### config.mk
export PLATFORM = sky130hd
export DESIGN_NAME = paula_int_ctrl
export DESIGN_NICKNAME = d
export VERILOG_FILES = /design/src/rtl/paula_int_ctrl_pkg.sv /design/src/rtl/int_prio_enc.sv /design/src/rtl/paula_int_ctrl.sv
export SDC_FILE = /design/constraint.sdc
export NUM_CORES = 1
export LEC_CHECK = 0
export CAP_MARGIN = 20
export CELL_PAD_IN_SITES_DETAIL_PLACEMENT = 0
export CELL_PAD_IN_SITES_GLOBAL_PLACEMENT = 1
export CORE_MARGIN = 2
export CORE_UTILIZATION = 37
export DETAILED_ROUTE_END_ITERATION = 10
export GPL_TIMING_DRIVEN = 0
export PLACE_DENSITY = 0.88
export SYNTH_ARGS = -nofsm -noshare
export SYNTH_HDL_FRONTEND = slang
export SYNTH_HIERARCHICAL = 1
export SYNTH_SLANG_ARGS = --single-unit
### constraint.sdc
create_clock -name clk -period 1.9 [get_ports clk]
set_input_delay 0.285 -clock clk [delete_from_list [all_inputs] [get_ports clk]]
set_output_delay 0.285 -clock clk [all_outputs]
set_load 0.05 [all_outputs]
### src/rtl/paula_int_ctrl_pkg.sv
// Shared chipset defines for the interrupt controller: register addresses,
// INTENA/INTREQ bit positions and the set/clear write helper.
package paula_int_ctrl_pkg;

  // Addresses are chip register offsets >> 1 (reg_address_in carries bits [8:1])
  localparam logic [7:0] ADDR_INTENAR = 8'h0E;  // 0x01C
  localparam logic [7:0] ADDR_INTREQR = 8'h0F;  // 0x01E
  localparam logic [7:0] ADDR_INTENA  = 8'h4D;  // 0x09A
  localparam logic [7:0] ADDR_INTREQ  = 8'h4E;  // 0x09C

  localparam int TBE    = 0;
  localparam int DSKBLK = 1;
  localparam int SOFT   = 2;
  localparam int PORTS  = 3;
  localparam int COPER  = 4;
  localparam int VERTB  = 5;
  localparam int BLIT   = 6;
  localparam int AUD0   = 7;
  localparam int AUD1   = 8;
  localparam int AUD2   = 9;
  localparam int AUD3   = 10;
  localparam int RBF    = 11;
  localparam int DSKSYN = 12;
  localparam int EXTER  = 13;
  localparam int INTEN  = 14;

  localparam int IPL_DELAY_DEF = 2;

  typedef logic [14:0] int_mask_t;

  // Amiga SET/CLR write: bit 15 selects OR-in versus AND-out of bits 14:0
  function automatic int_mask_t set_clr(input int_mask_t cur, input logic [15:0] wdata);
    return wdata[15] ? (cur | wdata[14:0]) : (cur & ~wdata[14:0]);
  endfunction

endpackage

### src/rtl/int_prio_enc.sv
// Maps the gated interrupt mask (bit 14 = INTEN-on-INTREQ) to a 68k IPL level.
module int_prio_enc
  import paula_int_ctrl_pkg::*;
(
  input  logic [14:0] i_act,
  output logic [2:0]  o_level
);

  always_comb begin
    if (i_act[INTEN] | i_act[EXTER])          o_level = 3'd6;
    else if (|i_act[DSKSYN:RBF])              o_level = 3'd5;
    else if (|i_act[AUD3:AUD0])               o_level = 3'd4;
    else if (|i_act[BLIT:COPER])              o_level = 3'd3;
    else if (i_act[PORTS])                    o_level = 3'd2;
    else if (|i_act[SOFT:TBE])                o_level = 3'd1;
    else                                      o_level = 3'd0;
  end

endmodule

### src/rtl/paula_int_ctrl.sv
// Amiga interrupt controller: INTENA/INTREQ registers, priority encoding and a
// fixed-latency IPL pipeline clocked by the 7 MHz enable.
module paula_int_ctrl
  import paula_int_ctrl_pkg::*;
#(
  parameter int IPL_DELAY = IPL_DELAY_DEF  // 1..4
) (
  input  logic        clk,
  input  logic        _reset,
  input  logic        clk7_en,
  input  logic [7:0]  reg_address_in,
  input  logic [15:0] data_in,
  input  logic        wr,
  output logic [15:0] data_out,
  input  logic [13:0] int_pulse,
  input  logic        ciaa_irq,
  input  logic        ciab_irq,
  output logic [2:0]  _ipl,
  output logic [2:0]  int_level
);

  logic [14:0] r_intena;
  logic [14:0] r_intreq;
  logic [2:0]  r_ipl_p [IPL_DELAY];

  logic        w_wr_ena;
  logic        w_wr_req;
  logic [14:0] w_src;
  logic [14:0] w_intreq_wr;
  logic [14:0] w_act;
  logic [2:0]  w_level;

  assign w_wr_ena = clk7_en & wr & (reg_address_in == ADDR_INTENA);
  assign w_wr_req = clk7_en & wr & (reg_address_in == ADDR_INTREQ);

  // CIA lines replace the unused pulse positions and re-assert every tick
  always_comb begin
    w_src        = {1'b0, int_pulse};
    w_src[PORTS] = ciaa_irq;
    w_src[EXTER] = ciab_irq;
  end

  assign w_intreq_wr = w_wr_req ? set_clr(r_intreq, data_in) : r_intreq;

  // Register stage: sources are OR-ed after the CPU write so they win a clear
  always_ff @(posedge clk or negedge _reset) begin
    if (!_reset) begin
      r_intena <= '0;
      r_intreq <= '0;
    end else if (clk7_en) begin
      if (w_wr_ena)
        r_intena <= set_clr(r_intena, data_in);
      r_intreq <= w_intreq_wr | w_src;
    end
  end

  assign w_act[13:0]  = r_intena[INTEN] ? (r_intena[13:0] & r_intreq[13:0]) : 14'd0;
  assign w_act[INTEN] = r_intena[INTEN] & r_intreq[INTEN];

  int_prio_enc u_prio_enc (
    .i_act   (w_act),
    .o_level (w_level)
  );

  // IPL pipeline stages
  always_ff @(posedge clk or negedge _reset) begin
    if (!_reset) begin
      for (int i = 0; i < IPL_DELAY; i++)
        r_ipl_p[i] <= 3'd0;
    end else if (clk7_en) begin
      r_ipl_p[0] <= w_level;
      for (int i = 1; i < IPL_DELAY; i++)
        r_ipl_p[i] <= r_ipl_p[i-1];
    end
  end

  assign int_level = r_ipl_p[IPL_DELAY-1];
  assign _ipl      = ~int_level;

  always_comb begin
    data_out = 16'h0000;
    if (!wr) begin
      case (reg_address_in)
        ADDR_INTENAR: data_out = {1'b0, r_intena};
        ADDR_INTREQR: data_out = {1'b0, r_intreq};
        default:      data_out = 16'h0000;
      endcase
    end
  end

endmodule

==> results of run 1 <==
-- layout by cell type, fill, tap and decap left out, types with 4 or more instances in the layout --
cell type / synthesis / layout
o21a_1: 14 / 14
mux2i_1: 15 / 15
buf_2: 6 / 9
mux2_2: 16 / 16
a211oi_1: 4 / 4
dfrtp_1: 36 / 36
and3_1: 15 / 15
buf_4: 5 / 9
a311oi_1: 14 / 14
dlygate4sd2_1: 0 / 5
nor2_4: 0 / 5
nor3b_1: 14 / 14
a211oi_2: 10 / 10
clkbuf_8: 0 / 6
nand4_1: 16 / 16
nor2_1: 31 / 21
clkbuf_1: 11 / 9
nor2_2: 0 / 5
clkdlybuf4s50_1: 0 / 37
buf_6: 4 / 15
nand2_1: 4 / 4
-- power by group --
| group | switching, uW | leakage (uW) | internal, uW | total, uW |
|---|---|---|---|---|
| sequential | 88.6 | 0.000463 | 848 | 937 |
| combinational | 210 | 0.000921 | 209 | 419 |
| clock | 283 | 0.0000410 | 250 | 532 |
-- layout make-up --
| class | instances | area [sq um] | area share [%] |
|---|---|---|---|
| buffer | 26 | 177.7 | 5.412 |
| clock buffer | 6 | 72.57 | 2.210 |
| clock inverter | 1 | 5.005 | 0.1524 |
| inverter | 3 | 11.26 | 0.3430 |
| multi-input combinational | 176 | 1390 | 42.34 |
| sequential | 36 | 900.9 | 27.44 |
| tap | 77 | 96.34 | 2.934 |
| timing repair buffer | 64 | 629.4 | 19.17 |
-- metrics by stage --
step           TNS (ns)  utilization (%)  hold slack, ns  std cells
3_3_place_gp     -28.52            49.05          0.4625        378
3_5_place_dp     -18.44            48.97          0.4309        378
2_1_floorplan   -0.3267                -        -0.01059        241
5_1_grt               0            52.00          0.1759        389
6_report              0            52.00         0.08744        389
4_1_cts               0            51.86          0.1199        389
-- critical path: stages, from the launching register on --
cell      delay, ns
dfrtp_1        0.46
clkbuf_2       0.22
and3_1         0.23
nor2_1         0.23
o211ai_1       0.17
o311a_2        0.17
mux2_2         0.26
-- cell families after synthesis --
kind of cell	Yosys count	share of synthesized area, %
multiplexers	34	15.17
AND/OR/NAND/NOR	93	22.68
AO/OA/AOI/OAI	48	17.57
flip-flops	36	37.54
buffers and inverters	29	6.882
other	1	0.1563
-- routing by layer --
metal / global-route usage (%) / up-vias / part of all wire (%)
met3: 4.818 / 12 / 6.0
li1: - / 1052 / -
met2: 33.57 / 69 / 49
met4: 6.349 / 0 / 1.7
met5: 0 / - / 0
met1: 24.15 / 1094 / 43
-- timing repair --
action,CTS,global route
setup buffers,3,0
pin swaps,3,2
setup endpoints to repair,15,28
gates cloned,1,0
hold buffers,0,0
resized for setup,125,5
endpoints found under the hold margin,0,0
-- worst paths after layout --
path | from | to | slack [ns] | cells past startpoint
worst min register to register | r_ipl_p[3] | int_level[0] | 0.49 | 2
worst max-delay path | flip-flop | r_ipl_p[3] | 0.06 | 6
worst max register to register | flip-flop | r_ipl_p[3] | 0.06 | 6
min in group clk | clk7_en | r_intreq[7] | 0.43 | 4
max in group asynchronous | _reset | asynchronous set/reset pin | 1.29 | 1
worst min-delay path | _reset | int_level[2] | 0.09 | 1
==> summary.txt, run 1 <==
Outcome
  – Result of the run: complete, no violations

Yosys
  – Count of flip-flops with a built-in enable after synthesis: 0
  – Net count after synthesis: ~290
  – Area share of the largest cell type after synthesis: a little under two fifths
  – Average cell area after synthesis: 9.958 sq um
  – Most repeated cell in the gate-level netlist after synthesis: dfrtp_1
  – FF+latch count, synth: 36
  – Synthesis Warnings: 6
  – Syn Std Cell Area: 2400 sq um
  – Synthesized netlist cell count: around 240
  – Largest cells by area after synthesis: dfrtp_1 (38%), mux2_2 (7.5%), mux2i_1 (6.3%)
  – Post-synthesis sequential area ratio: between 30% and 40%
  – Most instantiated cells after synthesis: dfrtp_1 (36), nor2_1 (31), mux2_2 (16), nand4_1 (16)
  – Fraction of registers with async set/reset: between 90% and 100%
  – Count of distinct cell types in the synthesized netlist: 33
  – Primary flip-flop cell chosen by synthesis mapping: dfrtp_1
  – Library cell with the largest summed area after synthesis: dfrtp_1

Power and ir drop
  – Total power: around 1900 uW
  – Power density over the cells: 575.2 nW/um^2
  – Leakage power total: 0.001425 uW
  – Worst voltage drop across the vdd grid: about 0.28 mV

Hold path
  – Hold Path Class: input port to asynchronous set/reset pin

Layout
  – Final Net Count: between 300 and 400
  – Syn-to-layout area delta: 36.81%
  – Number of diodes: 0
  – Proportion of layout cells with a drive suffix above 1: 26.92%
  – Non-Filler Cell Area, Final: 3283 sq um
  – Final-layout fill cell count: 599

Clock network
  – Inserted Clock Buffers: 5
  – Clk Tree Root Cell: clkbuf_8
  – Maximum level of the CTS H-tree: 2
  – Max Buffers Root-to-Sink: 2
  – CTS tree: done
  – Number of sinks on the clock net: 36
  – Post-CTS clock slew at the launch and capture registers of the worst setup and hold paths: about 0.080 ns
  – Insertion delay of the later-clocked pin in the worst-skew pair: ~0.30 ns

Placed design
  – Port Buffers: 60
  – Routability Congestion: between 0.8 and 0.9
  – Dpl hpwl: ~4.8 mm
  – Placement-stage worst setup slack: -1.008 ns
  – Placed inst area: roughly 3100 sq um

Timing
  – Worst clock skew on the final layout: 0.006740 ns
  – Fmax: 0.5435 GHz
  – Setup-failing EPs final: 0
  – Post-route worst setup slack: about 0.06 ns
  – Unrepaired setup endpoints after global routing: no
  – Period utilization: a little over nine tenths
  – Minimum clock period: around 1.8 ns
  – Actual transition at the worst max-transition pin: 0.8317 ns
  – Worst slew margin: 44.56%
  – Final hold viol count: 0
  – Pins Over Slew Limit: 0

Critical path
  – Critical path capture point type: flip-flop
  – Start-to-end type of the worst setup path: flip-flop to flip-flop
  – Required time at the endpoint of the critical path: between 2 and 2.5 ns
  – Critical path arrival: about 2 ns
  – Kind of start point of the critical path: flip-flop
  – Top fanout value on the critical path: 10

Floorplanning
  – Die height: 84.54 microns
  – Number of core rows: 29
  – Initial Utilization: a little under two fifths
  – Width of the die: 84.54 microns
  – Number of primary I/O pins: 66
  – Total Die Area: 7146 sq um
  – Area of the core: around 6300 sq um

Global routing
  – Remaining Overflow, GRT: 0
  – Largest net degree at the start of global routing: 37
  – Antenna violations before repair: 0
  – Wire length of the first global-routing pass: approximately 11 mm
  – Via count of the first global-routing pass: ~2,200
  – Global-route usage over all layers: 19.57%

Routing
  – Wire length after detailed routing: approximately 6.8 mm
  – DR vias/cell: roughly 5.7
  – Antenna violation net count after detailed routing: 0
  – Drt drc: 0
  – Iteration count of the initial detailed-routing pass: 4
  – Number of DRC markers in iteration 0: 135
  – Total via count in the routed design: between 2,000 and 2,500
  – Wirelength per Cell: between 15 and 20 microns

Flow run
  – Max-cap violation count: 0
(Power assumes the default switching activity.)
==> run 2: changes to the inputs <==
CORE_UTILIZATION = 33   (was 37)
PLACE_DENSITY = 0.83   (was 0.88)
clock period = 1.68 ns   (was 1.9 ns; I/O delays follow)
==> summary.txt, run 2 (same netlist as run 1, synthesis figures left out) <==
Hold path
  – Hold Path Class: input port to asynchronous set/reset pin

Critical path
  – Worst Reg2Reg Path Length in Cells: 6
  – Kind of start point of the critical path: flip-flop
  – Required time at the endpoint of the critical path: 1.86 ns
  – R2r endpoint: r_ipl_p[3]
  – Setup slack of the worst register-to-register path: ~0.055 ns
  – Worst setup path end: r_ipl_p[3]
  – Start-to-end type of the worst setup path: flip-flop to flip-flop
  – Top fanout value on the critical path: 10
  – Critical path arrival: approximately 1.8 ns
  – Critical path capture point type: flip-flop

Layout
  – Share of the core filled with cells: between 40% and 50%
  – Proportion of layout cells with a drive suffix above 1: 33.87%
  – Most used cells in the layout excluding fill and tap cells: dfrtp_1 (35), clkdlybuf4s50_1 (30), buf_6 (18)
  – Area occupied by multi-input gates: ~1500 sq um
  – Non-Filler Cell Area, Final: approximately 3400 sq um
  – Storage element area: 902.1 sq um
  – Number of standard cells in the layout, taps in and fillers out: between 400 and 500
  – Final Net Count: ~360
  – Syn-to-layout area delta: 43.07%
  – Number of diodes: 0
  – Most frequent standard cell in the layout excluding fill and tap cells: dfrtp_1
  – Final-layout fill cell count: 706

Power and ir drop
  – Internal power component: roughly 1600 uW
  – Fraction of power consumed by combinational cells: about 22%
  – Clock share of power: between 30% and 40%
  – Sequential share of power: a little under half
  – Switching share of total power: 29.70%
  – Leakage power total: around 0.0014 uW
  – Power density over the cells: approximately 650 nW/um^2
  – Net switching power of the design: ~660 uW
  – Worst voltage drop across the vdd grid: 0.2482 mV

Global routing
  – Via count of the first global-routing pass: 2,293
  – Remaining Overflow, GRT: 0
  – Antenna violations before repair: 0
  – Global-route usage over all layers: a little under a fifth
  – Largest net degree at the start of global routing: 37
  – Wire length of the first global-routing pass: between 10 and 15 mm

Timing
  – Unrepaired setup endpoints after global routing: no
  – Worst slew margin: between 40% and 50%
  – Pins Over Slew Limit: 0
  – Minimum clock period: 1.625 ns
  – Period utilization: 96.71%
  – Setup-failing EPs final: 0
  – Actual transition at the worst max-transition pin: between 0.8 and 0.9 ns
  – Fmax: around 0.62 GHz
  – Final hold viol count: 0
  – Post-route setup TNS: 0 ns
  – Worst clock skew on the final layout: 0.003149 ns

Clock network
  – Number of sinks on the clock net: 36
  – Max Buffers Root-to-Sink: 2
  – Insertion delay of the later-clocked pin in the worst-skew pair: 0.29 ns
  – Maximum level of the CTS H-tree: 2
  – Post-CTS clock slew at the launch and capture registers of the worst setup and hold paths: roughly 0.070 ns
  – Clk Tree Root Cell: clkbuf_8
  – Inserted Clock Buffers: 5
  – CTS tree: done

Placed design
  – Number of cells after detailed placement: 400
  – Placed inst area: 3119 sq um
  – Port Buffers: 60
  – Routability Congestion: approximately 0.84
  – Dpl hpwl: between 5 and 6 mm

Outcome
  – Result of the run: complete, no violations

Routing
  – Antenna violation net count after detailed routing: 0
  – Number of DRC markers in iteration 0: 116
  – Drt drc: 0
  – Total via count in the routed design: between 2,000 and 2,500
  – Wirelength per Cell: roughly 18 microns
  – Iteration count of the initial detailed-routing pass: 4
  – Wire length after detailed routing: 7.230 mm
  – DR vias/cell: approximately 5.5

Floorplanning
  – Area of the core: about 7100 sq um
  – Initial Utilization: between 30 and 40%
  – Die height: between 80 and 90 microns
  – Width of the die: approximately 89 microns
  – Total Die Area: 7970 sq um
  – Number of primary I/O pins: 66
  – Number of core rows: 31

Flow run
  – Max-cap violation count: 0
[run 2: cell count changes in the layout (fill, tap and decap cells not counted), moves of 3 or more]
cell | previous run | this run
nor2_4 | 5 | 15
clkdlybuf4s50_1 | 37 | 30
buf_8 | 0 | 5
buf_6 | 15 | 18
and3_1 | 15 | 12
nor2_2 | 5 | 1
nor2_1 | 21 | 15
and3_4 | 1 | 4
clkbuf_2 | 2 | 6
[run 2: repair_timing]
action / 4_1_cts / 5_1_grt
hold buffers: 0 / 0
hold endpoints to repair: 0 / 0
buffers inserted: 3 / 1
pin swaps: 11 / 10
cloned: 1 / 0
endpoints found under the setup margin: 50 / 28
gates resized for setup: 152 / 37
[run 2: per-layer routing]
layer	track usage, %	up-vias	share of wire, %	wire length (microns)
li1	-	1057	-	-
met1	24.66	1111	44	3181
met2	30.84	77	49	3559
met3	3.509	15	5.1	367
met4	8.955	0	1.7	121
met5	0	-	0	0
[run 2: how the worst min path moves through the flow]
| stage | from | to | slack, ns |
|---|---|---|---|
| after floorplan | _reset | asynchronous set/reset pin | -0.04 |
| after global placement | r_ipl_p[5] | int_level[2] | 0.47 |
| after detailed placement | _reset | int_level[1] | 0.40 |
| after CTS | _reset | int_level[1] | 0.09 |
| after global routing | _reset | int_level[1] | 0.13 |
| final | _reset | int_level[1] | 0.07 |
[run 2: power by group through the flow]
stage / clock (uW) / sequential [uW] / combinational (uW)
4_1_cts: 684 / 1050 / 484
3_5_place_dp: 0 / 1070 / 459
3_3_place_gp: 0 / 1060 / 445
2_1_floorplan: 0 / 1040 / 272
5_1_grt: 715 / 1070 / 536
6_report: 669 / 1060 / 492
[run 2: final cells by class]
type	count	area share [%]
repair buffers	65	18.51
inverters	3	0.3280
plain buffers	26	5.138
clock buffers	7	2.806
flip-flops and latches	36	26.28
multi-input cells	176	43.33
well taps	99	3.608
[run 2: worst max-delay path, cell delays in order (launching register included)]
cell     delay (ns)
dfrtp_2        0.39
buf_6          0.14
and3_1         0.21
nor4_4         0.06
buf_4          0.13
o311a_2        0.33
mux2_2         0.26
[run 2: metrics by stage]
stage,setup WS [ns],total power [uW],hold slack [ns]
after floorplan,-0.1867,1312,-0.04359
after global placement,-1.344,1510,0.4658
after detailed placement,-1.344,1529,0.4037
after CTS,0.009170,2221,0.09006
after global routing,0.005324,2325,0.1325
final,0.05527,2221,0.06697
